$ cat src/rtl/debug_unit_if.sv
// Host debug bundle between debug_unit and its UART, processor core and instruction memory.
// master = debug_unit side, slave = the surrounding UART/core/memory side.
interface debug_unit_if #(
    parameter int PC_W = 10
);
    logic [7:0]      rx_data;
    logic            rx_done;
    logic [7:0]      tx_data;
    logic            tx_start;
    logic            tx_done;
    logic            mips_enable;
    logic            mips_reset;
    logic            halt;
    logic [PC_W-1:0] pc_value;
    logic [4:0]      dbg_reg_addr;
    logic [31:0]     dbg_reg_data;
    logic            imem_we;
    logic [PC_W-1:0] imem_addr;
    logic [31:0]     imem_wdata;

    modport master (
        input  rx_data, rx_done, tx_done, halt, pc_value, dbg_reg_data,
        output tx_data, tx_start, mips_enable, mips_reset, dbg_reg_addr,
               imem_we, imem_addr, imem_wdata
    );

    modport slave (
        output rx_data, rx_done, tx_done, halt, pc_value, dbg_reg_data,
        input  tx_data, tx_start, mips_enable, mips_reset, dbg_reg_addr,
               imem_we, imem_addr, imem_wdata
    );
endinterface

$ cat src/rtl/debug_unit.sv
// Host debug stage: UART command decode, program load, run/step gating of the core, state dump.
// Every output is registered one cycle after the decision; each tx byte waits for tx_done.
module debug_unit #(
    parameter int PC_W  = 10,
    parameter int NREGS = 32
) (
    input  logic         clock,
    input  logic         reset,
    debug_unit_if.master bus
);
    localparam int IDX_W = $clog2(NREGS + 2);
    localparam logic [IDX_W-1:0] LAST_IDX = IDX_W'(NREGS + 1);

    localparam logic [7:0] CMD_LOAD = 8'h4C;
    localparam logic [7:0] CMD_RUN  = 8'h43;
    localparam logic [7:0] CMD_STEP = 8'h53;
    localparam logic [7:0] CMD_RST  = 8'h52;
    localparam logic [7:0] ACK_BYTE = 8'h06;

    typedef enum logic [3:0] {
        IDLE, LD_HI, LD_LO, LD_BYTE, LD_WR, RUN, STEP, RST,
        DUMP_LOAD, DUMP_SEND, DUMP_WAIT, ACK_SEND, ACK_WAIT
    } state_t;

    state_t          state_q, state_d;
    logic [PC_W-1:0] n_q, n_d;
    logic [PC_W-1:0] n_load;
    logic [PC_W-1:0] addr_q, addr_d;
    logic [1:0]      byte_idx_q, byte_idx_d;
    logic [31:0]     word_q, word_d;
    logic [31:0]     shift_q, shift_d;
    logic [2:0]      bytes_left_q, bytes_left_d;
    logic [IDX_W-1:0] idx_q, idx_d;
    logic            phase_q, phase_d;
    logic [31:0]     cycle_cnt_q, cycle_cnt_d;
    logic [15:0]     pc_ext;

    logic [7:0]      tx_data_q, tx_data_d;
    logic            tx_start_q, tx_start_d;
    logic            mips_enable_q, mips_enable_d;
    logic            mips_reset_q, mips_reset_d;
    logic [4:0]      dbg_reg_addr_q, dbg_reg_addr_d;
    logic            imem_we_q, imem_we_d;
    logic [PC_W-1:0] imem_addr_q, imem_addr_d;
    logic [31:0]     imem_wdata_q, imem_wdata_d;

    assign pc_ext = 16'(bus.pc_value);
    // Only the low PC_W bits of the 16-bit word count are meaningful.
    assign n_load = PC_W'({word_q[7:0], bus.rx_data});

    always_comb begin
        state_d        = state_q;
        n_d            = n_q;
        addr_d         = addr_q;
        byte_idx_d     = byte_idx_q;
        word_d         = word_q;
        shift_d        = shift_q;
        bytes_left_d   = bytes_left_q;
        idx_d          = idx_q;
        phase_d        = phase_q;
        cycle_cnt_d    = cycle_cnt_q + 32'(mips_enable_q);
        tx_data_d      = tx_data_q;
        tx_start_d     = 1'b0;
        mips_enable_d  = 1'b0;
        mips_reset_d   = 1'b0;
        dbg_reg_addr_d = dbg_reg_addr_q;
        imem_we_d      = 1'b0;
        imem_addr_d    = imem_addr_q;
        imem_wdata_d   = imem_wdata_q;

        case (state_q)
            IDLE: begin
                if (bus.rx_done) begin
                    case (bus.rx_data)
                        CMD_LOAD: state_d = LD_HI;
                        CMD_RUN:  state_d = RUN;
                        CMD_STEP: begin
                            state_d = STEP;
                            phase_d = 1'b0;
                        end
                        CMD_RST:  state_d = RST;
                        default:  state_d = IDLE;
                    endcase
                end
            end
            LD_HI: begin
                if (bus.rx_done) begin
                    word_d  = {24'h0, bus.rx_data};
                    state_d = LD_LO;
                end
            end
            LD_LO: begin
                if (bus.rx_done) begin
                    n_d        = n_load;
                    addr_d     = '0;
                    byte_idx_d = 2'd0;
                    state_d    = (n_load == '0) ? ACK_SEND : LD_BYTE;
                end
            end
            LD_BYTE: begin
                if (bus.rx_done) begin
                    word_d     = {word_q[23:0], bus.rx_data};
                    byte_idx_d = byte_idx_q + 2'd1;
                    if (byte_idx_q == 2'd3) begin
                        state_d = LD_WR;
                    end
                end
            end
            LD_WR: begin
                imem_we_d    = 1'b1;
                imem_addr_d  = addr_q;
                imem_wdata_d = word_q;
                addr_d       = addr_q + PC_W'(1);
                n_d          = n_q - PC_W'(1);
                byte_idx_d   = 2'd0;
                state_d      = (n_q == PC_W'(1)) ? ACK_SEND : LD_BYTE;
            end
            RUN: begin
                // The enable already in flight when halt is seen still lands.
                if (bus.halt) begin
                    idx_d   = '0;
                    state_d = DUMP_LOAD;
                end else begin
                    mips_enable_d = 1'b1;
                end
            end
            STEP: begin
                // Second cycle lets the enabled edge (and cycle_cnt) settle before the dump.
                if (!phase_q) begin
                    mips_enable_d = ~bus.halt;
                    phase_d       = 1'b1;
                end else begin
                    phase_d = 1'b0;
                    idx_d   = '0;
                    state_d = DUMP_LOAD;
                end
            end
            RST: begin
                mips_reset_d = 1'b1;
                cycle_cnt_d  = '0;
                state_d      = ACK_SEND;
            end
            DUMP_LOAD: begin
                if (idx_q == '0) begin
                    shift_d      = {pc_ext, 16'h0};
                    bytes_left_d = 3'd2;
                end else if (idx_q == IDX_W'(1)) begin
                    shift_d      = cycle_cnt_q;
                    bytes_left_d = 3'd4;
                end else begin
                    shift_d      = bus.dbg_reg_data;
                    bytes_left_d = 3'd4;
                end
                state_d = DUMP_SEND;
            end
            DUMP_SEND: begin
                tx_data_d    = shift_q[31:24];
                tx_start_d   = 1'b1;
                shift_d      = {shift_q[23:0], 8'h0};
                bytes_left_d = bytes_left_q - 3'd1;
                state_d      = DUMP_WAIT;
            end
            DUMP_WAIT: begin
                if (bus.tx_done) begin
                    if (bytes_left_q != 3'd0) begin
                        state_d = DUMP_SEND;
                    end else if (idx_q == LAST_IDX) begin
                        idx_d          = '0;
                        dbg_reg_addr_d = 5'd0;
                        state_d        = IDLE;
                    end else begin
                        // Register address leads DUMP_LOAD by a cycle so the read data is stable.
                        if (idx_q != '0) begin
                            dbg_reg_addr_d = 5'(idx_q - IDX_W'(1));
                        end
                        idx_d   = idx_q + IDX_W'(1);
                        state_d = DUMP_LOAD;
                    end
                end
            end
            ACK_SEND: begin
                tx_data_d  = ACK_BYTE;
                tx_start_d = 1'b1;
                state_d    = ACK_WAIT;
            end
            ACK_WAIT: begin
                if (bus.tx_done) begin
                    state_d = IDLE;
                end
            end
            default: state_d = IDLE;
        endcase
    end

    always_ff @(posedge clock or posedge reset) begin
        if (reset) begin
            state_q        <= IDLE;
            n_q            <= '0;
            addr_q         <= '0;
            byte_idx_q     <= 2'd0;
            word_q         <= '0;
            shift_q        <= '0;
            bytes_left_q   <= 3'd0;
            idx_q          <= '0;
            phase_q        <= 1'b0;
            cycle_cnt_q    <= '0;
            tx_data_q      <= 8'h0;
            tx_start_q     <= 1'b0;
            mips_enable_q  <= 1'b0;
            mips_reset_q   <= 1'b0;
            dbg_reg_addr_q <= 5'd0;
            imem_we_q      <= 1'b0;
            imem_addr_q    <= '0;
            imem_wdata_q   <= '0;
        end else begin
            state_q        <= state_d;
            n_q            <= n_d;
            addr_q         <= addr_d;
            byte_idx_q     <= byte_idx_d;
            word_q         <= word_d;
            shift_q        <= shift_d;
            bytes_left_q   <= bytes_left_d;
            idx_q          <= idx_d;
            phase_q        <= phase_d;
            cycle_cnt_q    <= cycle_cnt_d;
            tx_data_q      <= tx_data_d;
            tx_start_q     <= tx_start_d;
            mips_enable_q  <= mips_enable_d;
            mips_reset_q   <= mips_reset_d;
            dbg_reg_addr_q <= dbg_reg_addr_d;
            imem_we_q      <= imem_we_d;
            imem_addr_q    <= imem_addr_d;
            imem_wdata_q   <= imem_wdata_d;
        end
    end

    assign bus.tx_data      = tx_data_q;
    assign bus.tx_start     = tx_start_q;
    assign bus.mips_enable  = mips_enable_q;
    assign bus.mips_reset   = mips_reset_q;
    assign bus.dbg_reg_addr = dbg_reg_addr_q;
    assign bus.imem_we      = imem_we_q;
    assign bus.imem_addr    = imem_addr_q;
    assign bus.imem_wdata   = imem_wdata_q;
endmodule

$ cat src/flat_wrapper.sv
// flat-port wrapper written by rule: the top's interface ports become plain ports
module debug_unit_flat 
#(
    parameter int PC_W  = 10,
    parameter int NREGS = 32
)
  (clock, reset, bus_rx_data, bus_rx_done, bus_tx_done, bus_halt, bus_pc_value, bus_dbg_reg_data, bus_tx_data, bus_tx_start, bus_mips_enable, bus_mips_reset, bus_dbg_reg_addr, bus_imem_we, bus_imem_addr, bus_imem_wdata);
  debug_unit_if #(.PC_W(PC_W)) bus_i ();
  input  logic clock;
  input  logic reset;
  input wire logic [$bits(bus_i.rx_data)-1:0] bus_rx_data;
  input wire logic [$bits(bus_i.rx_done)-1:0] bus_rx_done;
  input wire logic [$bits(bus_i.tx_done)-1:0] bus_tx_done;
  input wire logic [$bits(bus_i.halt)-1:0] bus_halt;
  input wire logic [$bits(bus_i.pc_value)-1:0] bus_pc_value;
  input wire logic [$bits(bus_i.dbg_reg_data)-1:0] bus_dbg_reg_data;
  output wire logic [$bits(bus_i.tx_data)-1:0] bus_tx_data;
  output wire logic [$bits(bus_i.tx_start)-1:0] bus_tx_start;
  output wire logic [$bits(bus_i.mips_enable)-1:0] bus_mips_enable;
  output wire logic [$bits(bus_i.mips_reset)-1:0] bus_mips_reset;
  output wire logic [$bits(bus_i.dbg_reg_addr)-1:0] bus_dbg_reg_addr;
  output wire logic [$bits(bus_i.imem_we)-1:0] bus_imem_we;
  output wire logic [$bits(bus_i.imem_addr)-1:0] bus_imem_addr;
  output wire logic [$bits(bus_i.imem_wdata)-1:0] bus_imem_wdata;
  assign bus_i.rx_data = bus_rx_data;
  assign bus_i.rx_done = bus_rx_done;
  assign bus_i.tx_done = bus_tx_done;
  assign bus_i.halt = bus_halt;
  assign bus_i.pc_value = bus_pc_value;
  assign bus_i.dbg_reg_data = bus_dbg_reg_data;
  assign bus_tx_data = bus_i.tx_data;
  assign bus_tx_start = bus_i.tx_start;
  assign bus_mips_enable = bus_i.mips_enable;
  assign bus_mips_reset = bus_i.mips_reset;
  assign bus_dbg_reg_addr = bus_i.dbg_reg_addr;
  assign bus_imem_we = bus_i.imem_we;
  assign bus_imem_addr = bus_i.imem_addr;
  assign bus_imem_wdata = bus_i.imem_wdata;
  debug_unit #(.PC_W(PC_W), .NREGS(NREGS)) u_core (.clock(clock), .reset(reset), .bus(bus_i));
endmodule
$ cat config.mk
export PLATFORM = sky130hd
export DESIGN_NAME = debug_unit_flat
export DESIGN_NICKNAME = d
export VERILOG_FILES = /design/src/rtl/debug_unit_if.sv /design/src/rtl/debug_unit.sv /design/src/flat_wrapper.sv
export SDC_FILE = /design/constraint.sdc
export NUM_CORES = 1
export LEC_CHECK = 0
export ABC_CLOCK_PERIOD_IN_PS = 14450
export CORE_MARGIN = 10
export CORE_UTILIZATION = 53
export CTS_CLUSTER_DIAMETER = 50
export CTS_CLUSTER_SIZE = 28
export DETAILED_ROUTE_END_ITERATION = 16
export GPL_TIMING_DRIVEN = 0
export PLACE_DENSITY = 0.85
export SKIP_CTS_REPAIR_TIMING = 1
export SYNTH_ARGS = -nofsm -noshare
export SYNTH_HDL_FRONTEND = slang
export SYNTH_SLANG_ARGS = --single-unit
$ cat constraint.sdc
create_clock -name clock -period 14.45 [get_ports clock]
set_clock_uncertainty 0.1 [all_clocks]
set_input_delay 2.1675 -clock clock [delete_from_list [all_inputs] [get_ports clock]]
set_output_delay 2.1675 -clock clock [all_outputs]
set_load 0.005 [all_outputs]
# ---- After elaboration in Yosys (flattened, before gate mapping)
# Cells that the tools add are included.
dict set report op_classes {
  n_addsub 7
  eq_ne 31
  muxes 50
  n_bitwise 2
  n_reduce_logical 21
}
# op count
set ops {}
lappend ops {{$mux 32} 5}
lappend ops {{$pmux 32 s2} 2}
lappend ops {{$mux 4} 13}
lappend ops {{$pmux 4 s13} 1}
lappend ops {{$pmux 10 s2} 2}
lappend ops {{$add 32x1->32} 1}
lappend ops {{$eq 8x7->1 const B} 4}
lappend ops {{$mux 6} 5}
lappend ops {{$eq 4x4->1 const B} 5}
lappend ops {{$mux 10} 2}
lappend ops {{$ne 2x2->1 const B} 9}
lappend ops {{$pmux 6 s3} 1}
lappend ops {{$eq 4x3->1 const B} 4}
lappend ops {{$pmux 8 s2} 1}
lappend ops {{$pmux 3 s4} 1}
lappend ops {{$reduce_bool 2->1} 6}
lappend ops {{$add 10x1->10 const B} 1}
lappend ops {{$eq 10x1->1 const B} 1}
lappend ops {{$logic_not 10->1} 1}
lappend ops {{$mux 5} 2}
lappend ops {{$sub 10x1->10 const B} 1}
lappend ops {{$reduce_and 3->1} 3}
lappend ops {{$reduce_and 9->1} 1}
lappend ops {{$reduce_bool 3->1} 3}
lappend ops {{other kinds (24)} 36}
dict set report totals {
  reg_bits 191
  in_bits 55
  output_inout_bits 59
}

# ---- Depth between registers and ports, before layout
# Gate-level depths: netlist of the first run.
dict set report depth {
  depth_word 5
  mapped_depth 8
  ltp_nobuf 8
}

# ---- Worst setup path after synthesis of the first run
# Ideal clock, no wire load.
dict set report synth_path {
  path_type {input port to flip-flop}
  startpoint {input bus_halt}
  endpoint {register u_core.idx_q[4]}
  setup_ns 0.095
  t_arrival_ns 3.301
  required_time_ns 14.255
  path_slack_ns 10.953
  path_stages 5
  path_buffers 0
  cell_sequence {nor3b_1 o21ai_0 o21ai_1 or2_1 o31ai_1}
}
dict set report synth_via {
  elab_chain_cells 2
}
# element line
set synth_rtl {}
lappend synth_rtl {{start: declaration} flat_wrapper.sv:14} ;# input wire logic [$bits(bus_i.halt)-1:0] bus_halt;
lappend synth_rtl {{$ne 2x2->1 (no line)} n/a}
lappend synth_rtl {{$reduce_and 5->1 (no line)} n/a}
lappend synth_rtl {{end signal: assignment} debug_unit.sv:223} ;# idx_q <= idx_d;
lappend synth_rtl {{end: declaration} debug_unit.sv:33} ;# logic [IDX_W-1:0] idx_q, idx_d;
# No other way between the ends.
# A chain may end at the register's enable or synchronous reset.

# ---- Worst setup path after layout of the first run
dict set report layout_path {
  startpoint {input bus_rx_done}
  endpoint {register u_core.word_q[25]}
}
dict set report layout_via {
  elab_chain_cells 2
}
# element line
set layout_rtl {}
lappend layout_rtl {{start: declaration} flat_wrapper.sv:12} ;# input wire logic [$bits(bus_i.rx_done)-1:0] bus_rx_done;
lappend layout_rtl {{$ne 2x2->1 (no line)} n/a}
lappend layout_rtl {{$reduce_and 3->1 (no line) *} n/a}
lappend layout_rtl {{end signal: assignment} debug_unit.sv:220} ;# word_q <= word_d;
lappend layout_rtl {{end: declaration} debug_unit.sv:30} ;# logic [31:0] word_q, word_d;
# Mark *: on every way between the ends. The rest lies on a longest branch, timed or not.

==> impl_results.html, run 1 <==
<table>
<tr><th>Metric</th><th>Value</th></tr>
<tr><th colspan="2">Outcome</th></tr>
<tr><td>Run status</td><td>finished clean</td></tr>
<tr><th colspan="2">Timing</th></tr>
<tr><td>Maximum clock rate</td><td>240 MHz</td></tr>
<tr><td>Period minus WS final</td><td>~4200 ps</td></tr>
<tr><td>Slew @ Worst Pin</td><td>1050 ps</td></tr>
<tr><td>RSZ-0062 raised after global routing</td><td>false</td></tr>
<tr><td>Number of endpoints with negative hold slack in the final report</td><td>0</td></tr>
<tr><td>TNS Setup</td><td>0 ps</td></tr>
<tr><td>Pins Over Slew Limit</td><td>0</td></tr>
<tr><td>Final-report setup violation count</td><td>0</td></tr>
<tr><td>Worst Slack Setup Final</td><td>about 10000 ps</td></tr>
<tr><td>Period utilisation layout</td><td>between 20 and 30%</td></tr>
<tr><td>Worst rel slew slack</td><td>29.7%</td></tr>
<tr><th colspan="2">Clocking</th></tr>
<tr><td>Root buffer cell</td><td>sky130_fd_sc_hd__clkbuf_16</td></tr>
<tr><td>Insertion delay of the later-clocked pin in the worst-skew pair</td><td>430 ps</td></tr>
<tr><td>Total number of clock tree sinks</td><td>between 150 and 200</td></tr>
<tr><td>Maximum count of clock buffers along a single path</td><td>2</td></tr>
<tr><td>TritonCTS clock tree</td><td>built</td></tr>
<tr><td>Clock transition at the registers of the reported paths</td><td>80 ps</td></tr>
<tr><td>Maximum level of the CTS H-tree</td><td>4</td></tr>
<tr><td>Number of buffers added by the clock tree synthesis step</td><td>17</td></tr>
<tr><th colspan="2">Yosys</th></tr>
<tr><td>Library cell with the largest summed area after synthesis</td><td>sky130_fd_sc_hd__dfrtp_1</td></tr>
<tr><td>Register bit count reported by yosys</td><td>191</td></tr>
<tr><td>Total of warnings raised by yosys</td><td>0</td></tr>
<tr><td>Post-synth EDFFs</td><td>0</td></tr>
<tr><td>Dominant synthesized flop cell</td><td>sky130_fd_sc_hd__dfrtp_1</td></tr>
<tr><td>Count of distinct cell types in the synthesized netlist</td><td>61</td></tr>
<tr><td>Average cell area after synthesis</td><td>9.77 sq um</td></tr>
<tr><td>Synthesized net count</td><td>981</td></tr>
<tr><td>Syn Std Cell Area</td><td>between 8000 and 9000 sq um</td></tr>
<tr><td>Number of cells produced by synthesis</td><td>914</td></tr>
<tr><td>Sequential fraction of the synthesis area</td><td>~54%</td></tr>
<tr><td>Share of the synthesized area in the top cell type</td><td>53.5%</td></tr>
<tr><td>Top cells by area in the synthesized netlist</td><td>sky130_fd_sc_hd__dfrtp_1, sky130_fd_sc_hd__nand2_1, sky130_fd_sc_hd__mux2i_1</td></tr>
<tr><td>Share of async-settable or async-resettable flops after synthesis</td><td>100%</td></tr>
<tr><th colspan="2">Drt</th></tr>
<tr><td>Detailed-route DRC error count</td><td>0</td></tr>
<tr><td>Wl on met1</td><td>9280 um</td></tr>
<tr><td>Ratio of routed vias to standard cells</td><td>5.76</td></tr>
<tr><td>Antenna viol nets, final</td><td>0</td></tr>
<tr><td>Highest Signal Layer</td><td>met4</td></tr>
<tr><td>Iteration-0 DRC Markers</td><td>567</td></tr>
<tr><td>First-pass iteration count of the detailed router</td><td>5</td></tr>
<tr><td>Wire length on met3</td><td>about 1400 um</td></tr>
<tr><td>Total number of vias</td><td>7382</td></tr>
<tr><td>Routed wire length per instance</td><td>17.0 um</td></tr>
<tr><td>Final wirelength</td><td>21800 um</td></tr>
<tr><td>Amount of wire on met2 after detailed routing</td><td>around 11000 um</td></tr>
<tr><th colspan="2">Layout</th></tr>
<tr><td>FILL cells</td><td>1266</td></tr>
<tr><td>Cell Count, Final, Fillers Out</td><td>1281</td></tr>
<tr><td>Share of layout cells above drive strength 1</td><td>roughly 5.3%</td></tr>
<tr><td>Synth-to-Final Area Change</td><td>22.8%</td></tr>
<tr><td>Nets</td><td>1114</td></tr>
<tr><td>Area of all placed cells without fillers</td><td>11000 sq um</td></tr>
<tr><th colspan="2">Place</th></tr>
<tr><td>Worst setup slack after placement</td><td>9890 ps</td></tr>
<tr><td>Buffers added on ports</td><td>113</td></tr>
<tr><td>Number of placed instances with taps included</td><td>1248</td></tr>
<tr><td>Post-DP HPWL</td><td>15800 um</td></tr>
<tr><td>Post-placement cell area</td><td>between 10000 and 15000 sq um</td></tr>
<tr><td>Weighted congestion reported at the end of routability-driven placement</td><td>around 0.9</td></tr>
<tr><th colspan="2">Die</th></tr>
<tr><td>Core ar.</td><td>16500 sq um</td></tr>
<tr><td>Floorplan die width</td><td>between 100 and 150 um</td></tr>
<tr><td>Num ports</td><td>between 100 and 150</td></tr>
<tr><td>Die Height</td><td>150 um</td></tr>
<tr><td>Effective utilization at floorplan</td><td>54.0%</td></tr>
<tr><td>Die ar.</td><td>22400 sq um</td></tr>
<tr><td>Number of placement rows</td><td>47</td></tr>
<tr><th colspan="2">Worst setup path</th></tr>
<tr><td>Crit Path Max Fanout</td><td>10</td></tr>
<tr><td>Class of the most critical setup path</td><td>input pin to register</td></tr>
<tr><td>Signal arrival time at the worst endpoint</td><td>~4400 ps</td></tr>
<tr><td>Critical Path Sink Type</td><td>register</td></tr>
<tr><td>Critical Path Source Type</td><td>input pin</td></tr>
<tr><td>Data required time at the worst endpoint</td><td>about 15000 ps</td></tr>
<tr><th colspan="2">Global route</th></tr>
<tr><td>Wire length of the first global-routing pass</td><td>35300 um</td></tr>
<tr><td>Maximum number of pins on one net before global-route repair</td><td>between 90 and 100</td></tr>
<tr><td>GRT Resource Usage Total</td><td>19.4%</td></tr>
<tr><td>Residual overflow from global routing</td><td>0</td></tr>
<tr><td>Antenna violations before repair</td><td>1</td></tr>
<tr><td>Via count of the first global-routing pass</td><td>7123</td></tr>
<tr><th colspan="2">Pwr</th></tr>
<tr><td>Power density over the cells</td><td>184 nW/um^2</td></tr>
<tr><td>Leakage power of the design</td><td>4.91 nW</td></tr>
<tr><td>Peak VDD IR</td><td>112 uV</td></tr>
<tr><td>Overall power after layout</td><td>2.01 mW</td></tr>
<tr><th colspan="2">Flow run</th></tr>
<tr><td>Max_cap viols</td><td>0</td></tr>
<tr><th colspan="2">Min path</th></tr>
<tr><td>Worst hold path type</td><td>register to register</td></tr>
</table>
==> sequential cells by signal, indices dropped and copies added (netlist names) <==
register                 count
u_core.phase_q               1
u_core.bytes_left_q          3
u_core.bus.tx_start          1
u_core.bus.dbg_reg_addr      5
u_core.shift_q              32
u_core.byte_idx_q            2
u_core.bus.mips_reset        1
u_core.cycle_cnt_q          32
u_core.n_q                  10
u_core.addr_q               10
u_core.bus.tx_data           8
u_core.bus.imem_wdata       32
u_core.bus.imem_we           1
u_core.idx_q                 6
u_core.bus.mips_enable       1
u_core.state_q               4
u_core.bus.imem_addr        10
u_core.word_q               32
==> cells in the final DEF (no fill, tap or decap), types with 22 or more instances in the layout <==
cell / n
sky130_fd_sc_hd__nand3_1: 31
sky130_fd_sc_hd__dfrtp_1: 191
sky130_fd_sc_hd__nand2_1: 188
sky130_fd_sc_hd__clkbuf_1: 37
sky130_fd_sc_hd__xnor2_1: 22
sky130_fd_sc_hd__clkdlybuf4s50_1: 113
sky130_fd_sc_hd__mux2i_1: 33
sky130_fd_sc_hd__a22o_1: 30
sky130_fd_sc_hd__a21oi_1: 30
sky130_fd_sc_hd__nor2_1: 70
sky130_fd_sc_hd__o21ai_0: 56
==> layout make-up <==
class | instances | area [sq um] | share of cell area (%)
diodes | 1 | 2.50 | 0.0228
plain buffers | 49 | 210 | 1.92
clock buffers | 17 | 425 | 3.88
clock inverters | 15 | 163 | 1.48
inverters | 24 | 97.6 | 0.890
multi-input cells | 650 | 3850 | 35.1
flip-flops and latches | 191 | 4780 | 43.6
well taps | 220 | 275 | 2.51
repair buffers | 114 | 1160 | 10.6
==> final timing paths <==
| check | startpoint | endpoint | slack, ps | depth (start not counted) |
|---|---|---|---|---|
| min | u_core.bus.imem_wdata[12] | u_core.bus.imem_wdata[12] | 370 | 2 |
| max | bus_rx_done | u_core.word_q[25] | 10280 | 5 |
| min in group asynchronous | reset | u_core.bus.dbg_reg_addr[3] | 2120 | 2 |
| max in group asynchronous | reset | u_core.bus.tx_data[4] | 11250 | 3 |
| max reg2reg | u_core.state_q[1] | u_core.bus.imem_wdata[0] | 11650 | 8 |
| min reg2reg | u_core.bus.imem_wdata[12] | u_core.bus.imem_wdata[12] | 370 | 2 |
==> worst max-delay path, stage by stage <==
cell and delay [ps]:
sky130_fd_sc_hd__clkdlybuf4s50_1 580, sky130_fd_sc_hd__nand3b_1 150, sky130_fd_sc_hd__a2111oi_2 990, sky130_fd_sc_hd__buf_2 370
sky130_fd_sc_hd__a22o_1 180
==> through the flow <==
stage	hold slack [ps]	util, %
after floorplan	340	-
after global placement	355	62.5
after detailed placement	358	62.8
after CTS	376	66.3
after global routing	398	66.3
final	375	66.3
==> layer usage <==
layer  vias up  GRT usage [%]
met5         -              0
met4         0           6.75
met3        48           4.23
met2       296           32.0
met1      3562           24.8
li1       3476              -
==> synth_stat cells, types with 12 or more instances <==
cell and instances:
sky130_fd_sc_hd__dfrtp_1 191, sky130_fd_sc_hd__nand2_1 188, sky130_fd_sc_hd__nor2_1 70, sky130_fd_sc_hd__o21ai_0 56
sky130_fd_sc_hd__clkbuf_1 37, sky130_fd_sc_hd__mux2i_1 33, sky130_fd_sc_hd__nand3_1 31, sky130_fd_sc_hd__a21oi_1 30
sky130_fd_sc_hd__a22o_1 30, sky130_fd_sc_hd__xnor2_1 22, sky130_fd_sc_hd__inv_1 21, sky130_fd_sc_hd__nor3_1 16
sky130_fd_sc_hd__a2bb2oi_1 14, sky130_fd_sc_hd__ha_1 12
==> cell families (layout without fill, tap and decap cells) <==
logic type / Yosys count / after routing / synth area share [%]
AOI/OAI and AO/OA: 188 / 188 / 14.4
xor gates and xnor gates: 32 / 32 / 3.14
adders and majority gates: 12 / 12 / 1.68
buffers and inverters: 73 / 219 / 3.36
DFF: 191 / 191 / 53.5
muxes: 41 / 41 / 4.71
other: 0 / 1 / 0
and+or+nand+nor: 377 / 377 / 19.2
==> power breakdown <==
part	switching [mW]	internal [mW]	leakage (nW)	total, mW
registers	0.119	0.692	2.52	0.812
clock network	0.229	0.233	0.291	0.462
logic	0.390	0.349	2.10	0.739
Power figures use the tool's default switching activity.
==> inputs of run 2 (changes only) <==
- ABC_CLOCK_PERIOD_IN_PS: 14450 -> 3500
- CORE_UTILIZATION: 53 -> 50
- PLACE_DENSITY: 0.85 -> 0.84
- clock period: 14.45 -> 3.5 ns (I/O delays scaled with it)
==> impl_results.html, run 2 (same netlist as run 1, synthesis figures left out) <==
<table>
<tr><th>Metric</th><th>Value</th></tr>
<tr><th colspan="2">Place</th></tr>
<tr><td>Number of placed instances with taps included</td><td>1257 (was 1248)</td></tr>
<tr><td>Post-DP HPWL</td><td>17100 um (was 15800 um)</td></tr>
<tr><td>Buffers added on ports</td><td>113 (unchanged)</td></tr>
<tr><td>Weighted congestion reported at the end of routability-driven placement</td><td>0.909 (was 0.918)</td></tr>
<tr><td>Post-placement cell area</td><td>10400 sq um (about the same)</td></tr>
<tr><td>Worst setup slack after placement</td><td>583 ps (was 9890 ps)</td></tr>
<tr><th colspan="2">Min path</th></tr>
<tr><td>Worst hold path type</td><td>input pin to async pin (was register to register)</td></tr>
<tr><th colspan="2">Worst setup path</th></tr>
<tr><td>Reg2Reg Depth</td><td>8 (unchanged)</td></tr>
<tr><td>CP bufs+invs</td><td>5 (was 2)</td></tr>
<tr><td>Cell-by-cell listing of the critical path</td><td>clkbuf_1 -&gt; clkinv_1 -&gt; nand3_1 -&gt; clkinv_1 -&gt; clkbuf_1 -&gt; buf_1 -&gt; nand2_1 -&gt; nand2_1 (was clkdlybuf4s50_1 -&gt; nand3b_1 -&gt; a2111oi_2 -&gt; buf_2 -&gt; a22o_1)</td></tr>
<tr><td>Crit Path Max Fanout</td><td>10 (unchanged)</td></tr>
<tr><td>Slowest cell delay on critical path</td><td>380 ps (was 990 ps)</td></tr>
<tr><td>Worst reg2reg startpoint</td><td>u_core.state_q[1] (unchanged)</td></tr>
<tr><td>Category of cells accounting for the largest share of critical-path delay</td><td>buffers and inverters (was compound AO/OA/AOI/OAI gates)</td></tr>
<tr><td>Cell with the biggest individual delay on the critical path</td><td>sky130_fd_sc_hd__nand3_1 (was sky130_fd_sc_hd__a2111oi_2)</td></tr>
<tr><td>Levels on crit path</td><td>8 (was 5)</td></tr>
<tr><td>Data required time at the worst endpoint</td><td>3720 ps (was 14720 ps)</td></tr>
<tr><td>Critical Path Sink Type</td><td>register (unchanged)</td></tr>
<tr><td>Class of the most critical setup path</td><td>register to register (was input pin to register)</td></tr>
<tr><td>Critical Path Source Type</td><td>register (was input pin)</td></tr>
<tr><td>Worst setup path start</td><td>u_core.state_q[1] (was bus_rx_done)</td></tr>
<tr><td>Signal arrival time at the worst endpoint</td><td>2910 ps (was 4440 ps)</td></tr>
<tr><th colspan="2">Die</th></tr>
<tr><td>Die ar.</td><td>23600 sq um (was 22400 sq um)</td></tr>
<tr><td>Core ar.</td><td>17400 sq um (was 16500 sq um)</td></tr>
<tr><td>Effective utilization at floorplan</td><td>51.3% (was 54.0%)</td></tr>
<tr><td>Die Height</td><td>154 um (was 150 um)</td></tr>
<tr><td>Number of placement rows</td><td>48 (was 47)</td></tr>
<tr><td>Num ports</td><td>114 (unchanged)</td></tr>
<tr><td>Floorplan die width</td><td>154 um (was 150 um)</td></tr>
<tr><th colspan="2">Timing</th></tr>
<tr><td>Pins Over Slew Limit</td><td>0 (unchanged)</td></tr>
<tr><td>Period minus WS final</td><td>2690 ps</td></tr>
<tr><td>Worst Slack Setup Final</td><td>815 ps (was 10280 ps)</td></tr>
<tr><td>Final-report setup violation count</td><td>0 (unchanged)</td></tr>
<tr><td>RSZ-0062 raised after global routing</td><td>false (unchanged)</td></tr>
<tr><td>Period utilisation layout</td><td>76.7%</td></tr>
<tr><td>TNS Setup</td><td>0 ps (unchanged)</td></tr>
<tr><td>Maximum clock rate</td><td>372 MHz</td></tr>
<tr><td>Slew @ Worst Pin</td><td>975 ps (was 1050 ps)</td></tr>
<tr><td>Number of endpoints with negative hold slack in the final report</td><td>0 (unchanged)</td></tr>
<tr><td>Worst rel slew slack</td><td>34.9% (was 29.7%)</td></tr>
<tr><th colspan="2">Clocking</th></tr>
<tr><td>Maximum count of clock buffers along a single path</td><td>2 (unchanged)</td></tr>
<tr><td>Number of buffers added by the clock tree synthesis step</td><td>17 (unchanged)</td></tr>
<tr><td>Maximum level of the CTS H-tree</td><td>4 (unchanged)</td></tr>
<tr><td>TritonCTS clock tree</td><td>built (unchanged)</td></tr>
<tr><td>Total number of clock tree sinks</td><td>191 (unchanged)</td></tr>
<tr><td>Clock transition at the registers of the reported paths</td><td>70 ps (was 80 ps)</td></tr>
<tr><td>Insertion delay of the later-clocked pin in the worst-skew pair</td><td>440 ps (was 430 ps)</td></tr>
<tr><td>Root buffer cell</td><td>sky130_fd_sc_hd__clkbuf_16 (unchanged)</td></tr>
<tr><th colspan="2">Layout</th></tr>
<tr><td>Nets</td><td>1118 (was 1114)</td></tr>
<tr><td>Cell Count, Final, Fillers Out</td><td>1290 (was 1281)</td></tr>
<tr><td>FILL cells</td><td>1383 (was 1266)</td></tr>
<tr><td>Storage cell area</td><td>4780 sq um (unchanged)</td></tr>
<tr><td>Area of the multi-input gates</td><td>3850 sq um (unchanged)</td></tr>
<tr><td>Share of layout cells above drive strength 1</td><td>5.64% (was 5.28%)</td></tr>
<tr><td>Synth-to-Final Area Change</td><td>23.5% (was 22.8%)</td></tr>
<tr><td>Commonest non-fill, non-tap cells in the layout</td><td>sky130_fd_sc_hd__dfrtp_1, sky130_fd_sc_hd__nand2_1, sky130_fd_sc_hd__clkdlybuf4s50_1 (unchanged)</td></tr>
<tr><td>Area of all placed cells without fillers</td><td>11000 sq um (about the same)</td></tr>
<tr><td>Most frequent standard cell in the layout excluding fill and tap cells</td><td>sky130_fd_sc_hd__dfrtp_1 (unchanged)</td></tr>
<tr><th colspan="2">Drt</th></tr>
<tr><td>First-pass iteration count of the detailed router</td><td>5 (unchanged)</td></tr>
<tr><td>Iteration-0 DRC Markers</td><td>586 (was 567)</td></tr>
<tr><td>Final wirelength</td><td>23200 um (was 21800 um)</td></tr>
<tr><td>Total number of vias</td><td>7624 (was 7382)</td></tr>
<tr><td>Antenna viol nets, final</td><td>0 (unchanged)</td></tr>
<tr><td>Routed wire length per instance</td><td>18.0 um (was 17.0 um)</td></tr>
<tr><td>Detailed-route DRC error count</td><td>0 (unchanged)</td></tr>
<tr><td>Ratio of routed vias to standard cells</td><td>5.91 (was 5.76)</td></tr>
<tr><th colspan="2">Outcome</th></tr>
<tr><td>Run status</td><td>finished clean (unchanged)</td></tr>
<tr><th colspan="2">Pwr</th></tr>
<tr><td>Cell-internal power</td><td>5.28 mW (was 1.27 mW)</td></tr>
<tr><td>Switching Share</td><td>36.9% (was 36.7%)</td></tr>
<tr><td>Share of total power in sequential cells</td><td>40.3% (about the same)</td></tr>
<tr><td>Switching Power</td><td>3.08 mW (was 738 uW)</td></tr>
<tr><td>Leakage power of the design</td><td>4.93 nW (was 4.91 nW)</td></tr>
<tr><td>Peak VDD IR</td><td>462 uV (was 112 uV)</td></tr>
<tr><td>Comb pwr share</td><td>36.9% (was 36.7%)</td></tr>
<tr><td>Clock share of power</td><td>22.8% (was 23.0%)</td></tr>
<tr><td>Power density over the cells</td><td>757 nW/um^2 (was 184 nW/um^2)</td></tr>
<tr><th colspan="2">Flow run</th></tr>
<tr><td>Max_cap viols</td><td>0 (unchanged)</td></tr>
<tr><th colspan="2">Global route</th></tr>
<tr><td>Via count of the first global-routing pass</td><td>7701 (was 7123)</td></tr>
<tr><td>GRT Resource Usage Total</td><td>19.3% (was 19.4%)</td></tr>
<tr><td>Maximum number of pins on one net before global-route repair</td><td>43 (was 98)</td></tr>
<tr><td>Antenna violations before repair</td><td>1 (unchanged)</td></tr>
<tr><td>Residual overflow from global routing</td><td>0 (unchanged)</td></tr>
<tr><td>Wire length of the first global-routing pass</td><td>38100 um (was 35300 um)</td></tr>
</table>
run 2: layout make-up:
type                    count  area share, %
plain buffers              49           1.91
repair buffers            118           11.2
clock inverters            14           1.29
clock buffers              18           3.98
multi-input cells         650           34.9
well taps                 225           2.55
inverters                  24          0.851
diodes                      1         0.0227
flip-flops and latches    191           43.3
run 2: worst paths after layout:
check,slack (ps),end
hold reg to reg,380,u_core.bytes_left_q[0]
setup / recovery,810,u_core.bus.imem_wdata[4]
max in group asynchronous,2350,u_core.bus.tx_data[4]
setup reg to reg,810,u_core.bus.imem_wdata[4]
hold / removal,240,u_core.bus.imem_wdata[2]
min in group clock,380,u_core.bytes_left_q[0]
run 2: layer usage:
metal  GRT usage (%)  up-vias  share of wire (%)
met5               0        -                  0
met1            23.1     3729                 40
li1                -     3486                  -
met4            7.92        0                3.2
met3            4.88       70                7.4
met2            32.5      339                 50
run 2: power groups by stage:
stage	Sequential, mW	Clock [mW]	Combinational [mW]
finish	3.37	1.91	3.08
global route	3.44	2.02	3.40
CTS	3.36	1.94	3.07
detailed placement	3.39	0	3.05
global placement	3.36	0	2.93
floorplan	3.27	0	1.98
run 2: stage by stage:
stage	hold slack (ps)	util, %	power, mW
floorplan	340	-	5.25
global placement	358	59.4	6.29
detailed placement	354	60.0	6.45
CTS	228	63.3	8.36
global route	240	63.3	8.86
finish	237	63.3	8.35
==> inputs of run 3 (changes only) <==
- ABC_CLOCK_PERIOD_IN_PS: 3500 -> 2600
- CORE_UTILIZATION: 50 -> 53
- PLACE_DENSITY: 0.84 -> 0.85
- clock period: 3.5 -> 2.6 ns (I/O delays scaled with it)
==> impl_results.html, run 3 (same netlist as run 1, synthesis figures left out) <==
<table>
<tr><th>Metric</th><th>Value</th></tr>
<tr><th colspan="2">Clocking</th></tr>
<tr><td>Insertion delay of the later-clocked pin in the worst-skew pair</td><td>440 ps (about the same)</td></tr>
<tr><td>TritonCTS clock tree</td><td>built (unchanged)</td></tr>
<tr><td>Maximum count of clock buffers along a single path</td><td>2 (unchanged)</td></tr>
<tr><td>Number of buffers added by the clock tree synthesis step</td><td>17 (unchanged)</td></tr>
<tr><td>Total number of clock tree sinks</td><td>191 (unchanged)</td></tr>
<tr><td>Clock transition at the registers of the reported paths</td><td>80 ps (was 70 ps)</td></tr>
<tr><td>Root buffer cell</td><td>sky130_fd_sc_hd__clkbuf_16 (unchanged)</td></tr>
<tr><td>Maximum level of the CTS H-tree</td><td>4 (unchanged)</td></tr>
<tr><th colspan="2">Layout</th></tr>
<tr><td>FILL cells</td><td>1246 (was 1383)</td></tr>
<tr><td>Area of all placed cells without fillers</td><td>11100 sq um (was 11000 sq um)</td></tr>
<tr><td>Area of the multi-input gates</td><td>3870 sq um (was 3850 sq um)</td></tr>
<tr><td># diodes</td><td>0 (was 1)</td></tr>
<tr><td>Storage cell area</td><td>4780 sq um (unchanged)</td></tr>
<tr><td>Share of layout cells above drive strength 1</td><td>6.02% (was 5.64%)</td></tr>
<tr><td>Commonest non-fill, non-tap cells in the layout</td><td>sky130_fd_sc_hd__dfrtp_1, sky130_fd_sc_hd__nand2_1, sky130_fd_sc_hd__clkdlybuf4s50_1 (unchanged)</td></tr>
<tr><td>Most frequent standard cell in the layout excluding fill and tap cells</td><td>sky130_fd_sc_hd__dfrtp_1 (unchanged)</td></tr>
<tr><td>Nets</td><td>1117 (was 1118)</td></tr>
<tr><td>Synth-to-Final Area Change</td><td>24.0% (was 23.5%)</td></tr>
<tr><th colspan="2">Place</th></tr>
<tr><td>Buffers added on ports</td><td>113 (unchanged)</td></tr>
<tr><td>Weighted congestion reported at the end of routability-driven placement</td><td>0.918 (was 0.909)</td></tr>
<tr><td>Post-placement cell area</td><td>10400 sq um (about the same)</td></tr>
<tr><td>Post-DP HPWL</td><td>16500 um (was 17100 um)</td></tr>
<tr><th colspan="2">Pwr</th></tr>
<tr><td>Peak VDD IR</td><td>629 uV (was 462 uV)</td></tr>
<tr><td>Leakage power of the design</td><td>4.95 nW (was 4.93 nW)</td></tr>
<tr><td>Overall power after layout</td><td>11.3 mW (was 8.35 mW)</td></tr>
<tr><td>Power density over the cells</td><td>1020 nW/um^2 (was 757 nW/um^2)</td></tr>
<tr><th colspan="2">Worst setup path</th></tr>
<tr><td>Data required time at the worst endpoint</td><td>2810 ps (was 3720 ps)</td></tr>
<tr><td>R2R Setup Slk</td><td>150 ps (was 810 ps)</td></tr>
<tr><td>Cell-by-cell listing of the critical path</td><td>inv_1 -&gt; ha_1 -&gt; or4b_4 -&gt; nor2_8 -&gt; buf_4 -&gt; mux2i_1 -&gt; a2bb2oi_1 -&gt; o21ai_0 (was clkbuf_1 -&gt; clkinv_1 -&gt; nand3_1 -&gt; clkinv_1 -&gt; clkbuf_1 -&gt; buf_1 -&gt; nand2_1 -&gt; nand2_1)</td></tr>
<tr><td>Critical Path Source Type</td><td>register (unchanged)</td></tr>
<tr><td>Destination of the worst register-to-register timing path</td><td>u_core.shift_q[27] (was u_core.bus.imem_wdata[4])</td></tr>
<tr><td>Worst reg2reg startpoint</td><td>u_core.idx_q[1] (was u_core.state_q[1])</td></tr>
<tr><td>Critical Path Sink Type</td><td>register (unchanged)</td></tr>
<tr><td>Signal arrival time at the worst endpoint</td><td>2660 ps (was 2910 ps)</td></tr>
<tr><td>Reg2Reg Depth</td><td>8 (unchanged)</td></tr>
<tr><td>Cell with the biggest individual delay on the critical path</td><td>sky130_fd_sc_hd__or4b_4 (was sky130_fd_sc_hd__nand3_1)</td></tr>
<tr><td>Crit Path Max Fanout</td><td>10 (unchanged)</td></tr>
<tr><td>Class of the most critical setup path</td><td>register to register (unchanged)</td></tr>
<tr><td>Slowest cell delay on critical path</td><td>520 ps (was 380 ps)</td></tr>
<tr><th colspan="2">Global route</th></tr>
<tr><td>Antenna violations before repair</td><td>0 (was 1)</td></tr>
<tr><td>Via count of the first global-routing pass</td><td>7388 (was 7701)</td></tr>
<tr><td>Wire length of the first global-routing pass</td><td>37000 um (was 38100 um)</td></tr>
<tr><td>Maximum number of pins on one net before global-route repair</td><td>44 (was 43)</td></tr>
<tr><td>GRT Resource Usage Total</td><td>20.3% (was 19.3%)</td></tr>
<tr><td>Residual overflow from global routing</td><td>0 (unchanged)</td></tr>
<tr><th colspan="2">Die</th></tr>
<tr><td>Number of placement rows</td><td>47 (was 48)</td></tr>
<tr><td>Die Height</td><td>150 um (was 154 um)</td></tr>
<tr><td>Die ar.</td><td>22400 sq um (was 23600 sq um)</td></tr>
<tr><td>Core ar.</td><td>16500 sq um (was 17400 sq um)</td></tr>
<tr><td>Num ports</td><td>114 (unchanged)</td></tr>
<tr><td>Floorplan die width</td><td>150 um (was 154 um)</td></tr>
<tr><td>Effective utilization at floorplan</td><td>54.0% (was 51.3%)</td></tr>
<tr><th colspan="2">Min path</th></tr>
<tr><td>Worst hold path type</td><td>input pin to async pin (unchanged)</td></tr>
<tr><th colspan="2">Outcome</th></tr>
<tr><td>Run status</td><td>finished clean (unchanged)</td></tr>
<tr><th colspan="2">Flow run</th></tr>
<tr><td>Max_cap viols</td><td>0 (unchanged)</td></tr>
<tr><th colspan="2">Timing</th></tr>
<tr><td>RSZ-0062 raised after global routing</td><td>false (unchanged)</td></tr>
<tr><td>Maximum clock rate</td><td>408 MHz (was 372 MHz)</td></tr>
<tr><td>Period minus WS final</td><td>2450 ps (was 2690 ps)</td></tr>
<tr><td>Slew @ Worst Pin</td><td>655 ps (was 975 ps)</td></tr>
<tr><td>Pins Over Slew Limit</td><td>0 (unchanged)</td></tr>
<tr><td>Period utilisation layout</td><td>94.2% (was 76.7%)</td></tr>
<tr><td>Final-report setup violation count</td><td>0 (unchanged)</td></tr>
<tr><td>Worst rel slew slack</td><td>56.2% (was 34.9%)</td></tr>
<tr><td>Number of endpoints with negative hold slack in the final report</td><td>0 (unchanged)</td></tr>
<tr><th colspan="2">Drt</th></tr>
<tr><td>Total number of vias</td><td>7442 (was 7624)</td></tr>
<tr><td>Antenna viol nets, final</td><td>0 (unchanged)</td></tr>
<tr><td>First-pass iteration count of the detailed router</td><td>5 (unchanged)</td></tr>
<tr><td>Detailed-route DRC error count</td><td>0 (unchanged)</td></tr>
<tr><td>Iteration-0 DRC Markers</td><td>633 (was 586)</td></tr>
<tr><td>Routed wire length per instance</td><td>17.7 um (was 18.0 um)</td></tr>
<tr><td>Ratio of routed vias to standard cells</td><td>5.80 (was 5.91)</td></tr>
<tr><td>Final wirelength</td><td>22800 um (was 23200 um)</td></tr>
</table>
## run 3: cell count changes in the layout (fill, tap and decap cells not counted), sizes merged
cell and delta:
buf -1, clkbuf -1, clkinv +4, clkinvlp -2, diode -1, inv -1
## run 3: worst max-delay path by stage
stage                 startpoint                        to  slack (ps)  cells past startpoint
4_1_cts        u_core.state_q[1]  u_core.bus.imem_wdata[5]         -80                      8
3_3_place_gp               reset    u_core.cycle_cnt_q[25]       -1760                      2
6_report         u_core.idx_q[1]        u_core.shift_q[27]         150                      8
5_1_grt        u_core.state_q[1]          u_core.addr_q[6]          20                      7
3_5_place_dp         bus_rx_done         u_core.word_q[25]        -170                      5
2_1_floorplan              reset          u_core.addr_q[0]        -350                      1
## run 3: area by class of cell
cell class | instances | area share, %
sequential | 191 | 43.2
timing repair buffer | 118 | 11.1
buffer | 48 | 1.88
inverter | 24 | 0.848
multi-input combinational | 650 | 34.9
tap | 220 | 2.49
clock buffer | 17 | 3.84
clock inverter | 15 | 1.71
## run 3: worst max-delay path: cells and delay by family (launching register included)
kind / cells / cell delay [ps]
muxes: 1 / 270
adders and majority gates: 1 / 140
buffers and inverters: 2 / 380
DFF: 1 / 420
AOI/OAI and AO/OA: 2 / 310
and+or+nand+nor: 2 / 710
## run 3: metal layers
| metal | up-vias | part of all wire, % | GRT usage (%) |
|---|---|---|---|
| li1 | 3489 | - | - |
| met4 | 0 | 2.1 | 6.41 |
| met1 | 3602 | 40 | 25.3 |
| met2 | 303 | 50 | 34.8 |
| met5 | - | 0 | 0 |
| met3 | 48 | 7.2 | 4.17 |
## run 3: per-stage QoR
stage          worst slack, ps  instances  util, %  hold slack (ps)  setup TNS (ps)
2_1_floorplan             -352        914        -              340          -67320
3_3_place_gp             -1760       1247     62.6              355         -337630
3_5_place_dp              -172       1252     63.2              363           -3120
4_1_cts                  -83.8       1284     66.9              293            -584
5_1_grt                   18.5       1283     67.0              330               0
6_report                   150       1283     67.0              291               0
## run 3: report_power, final
| part | internal (mW) | switching, mW | total, mW |
|---|---|---|---|
| combinational | 1.96 | 2.22 | 4.17 |
| sequential | 3.85 | 0.674 | 4.52 |
| clock | 1.31 | 1.31 | 2.62 |
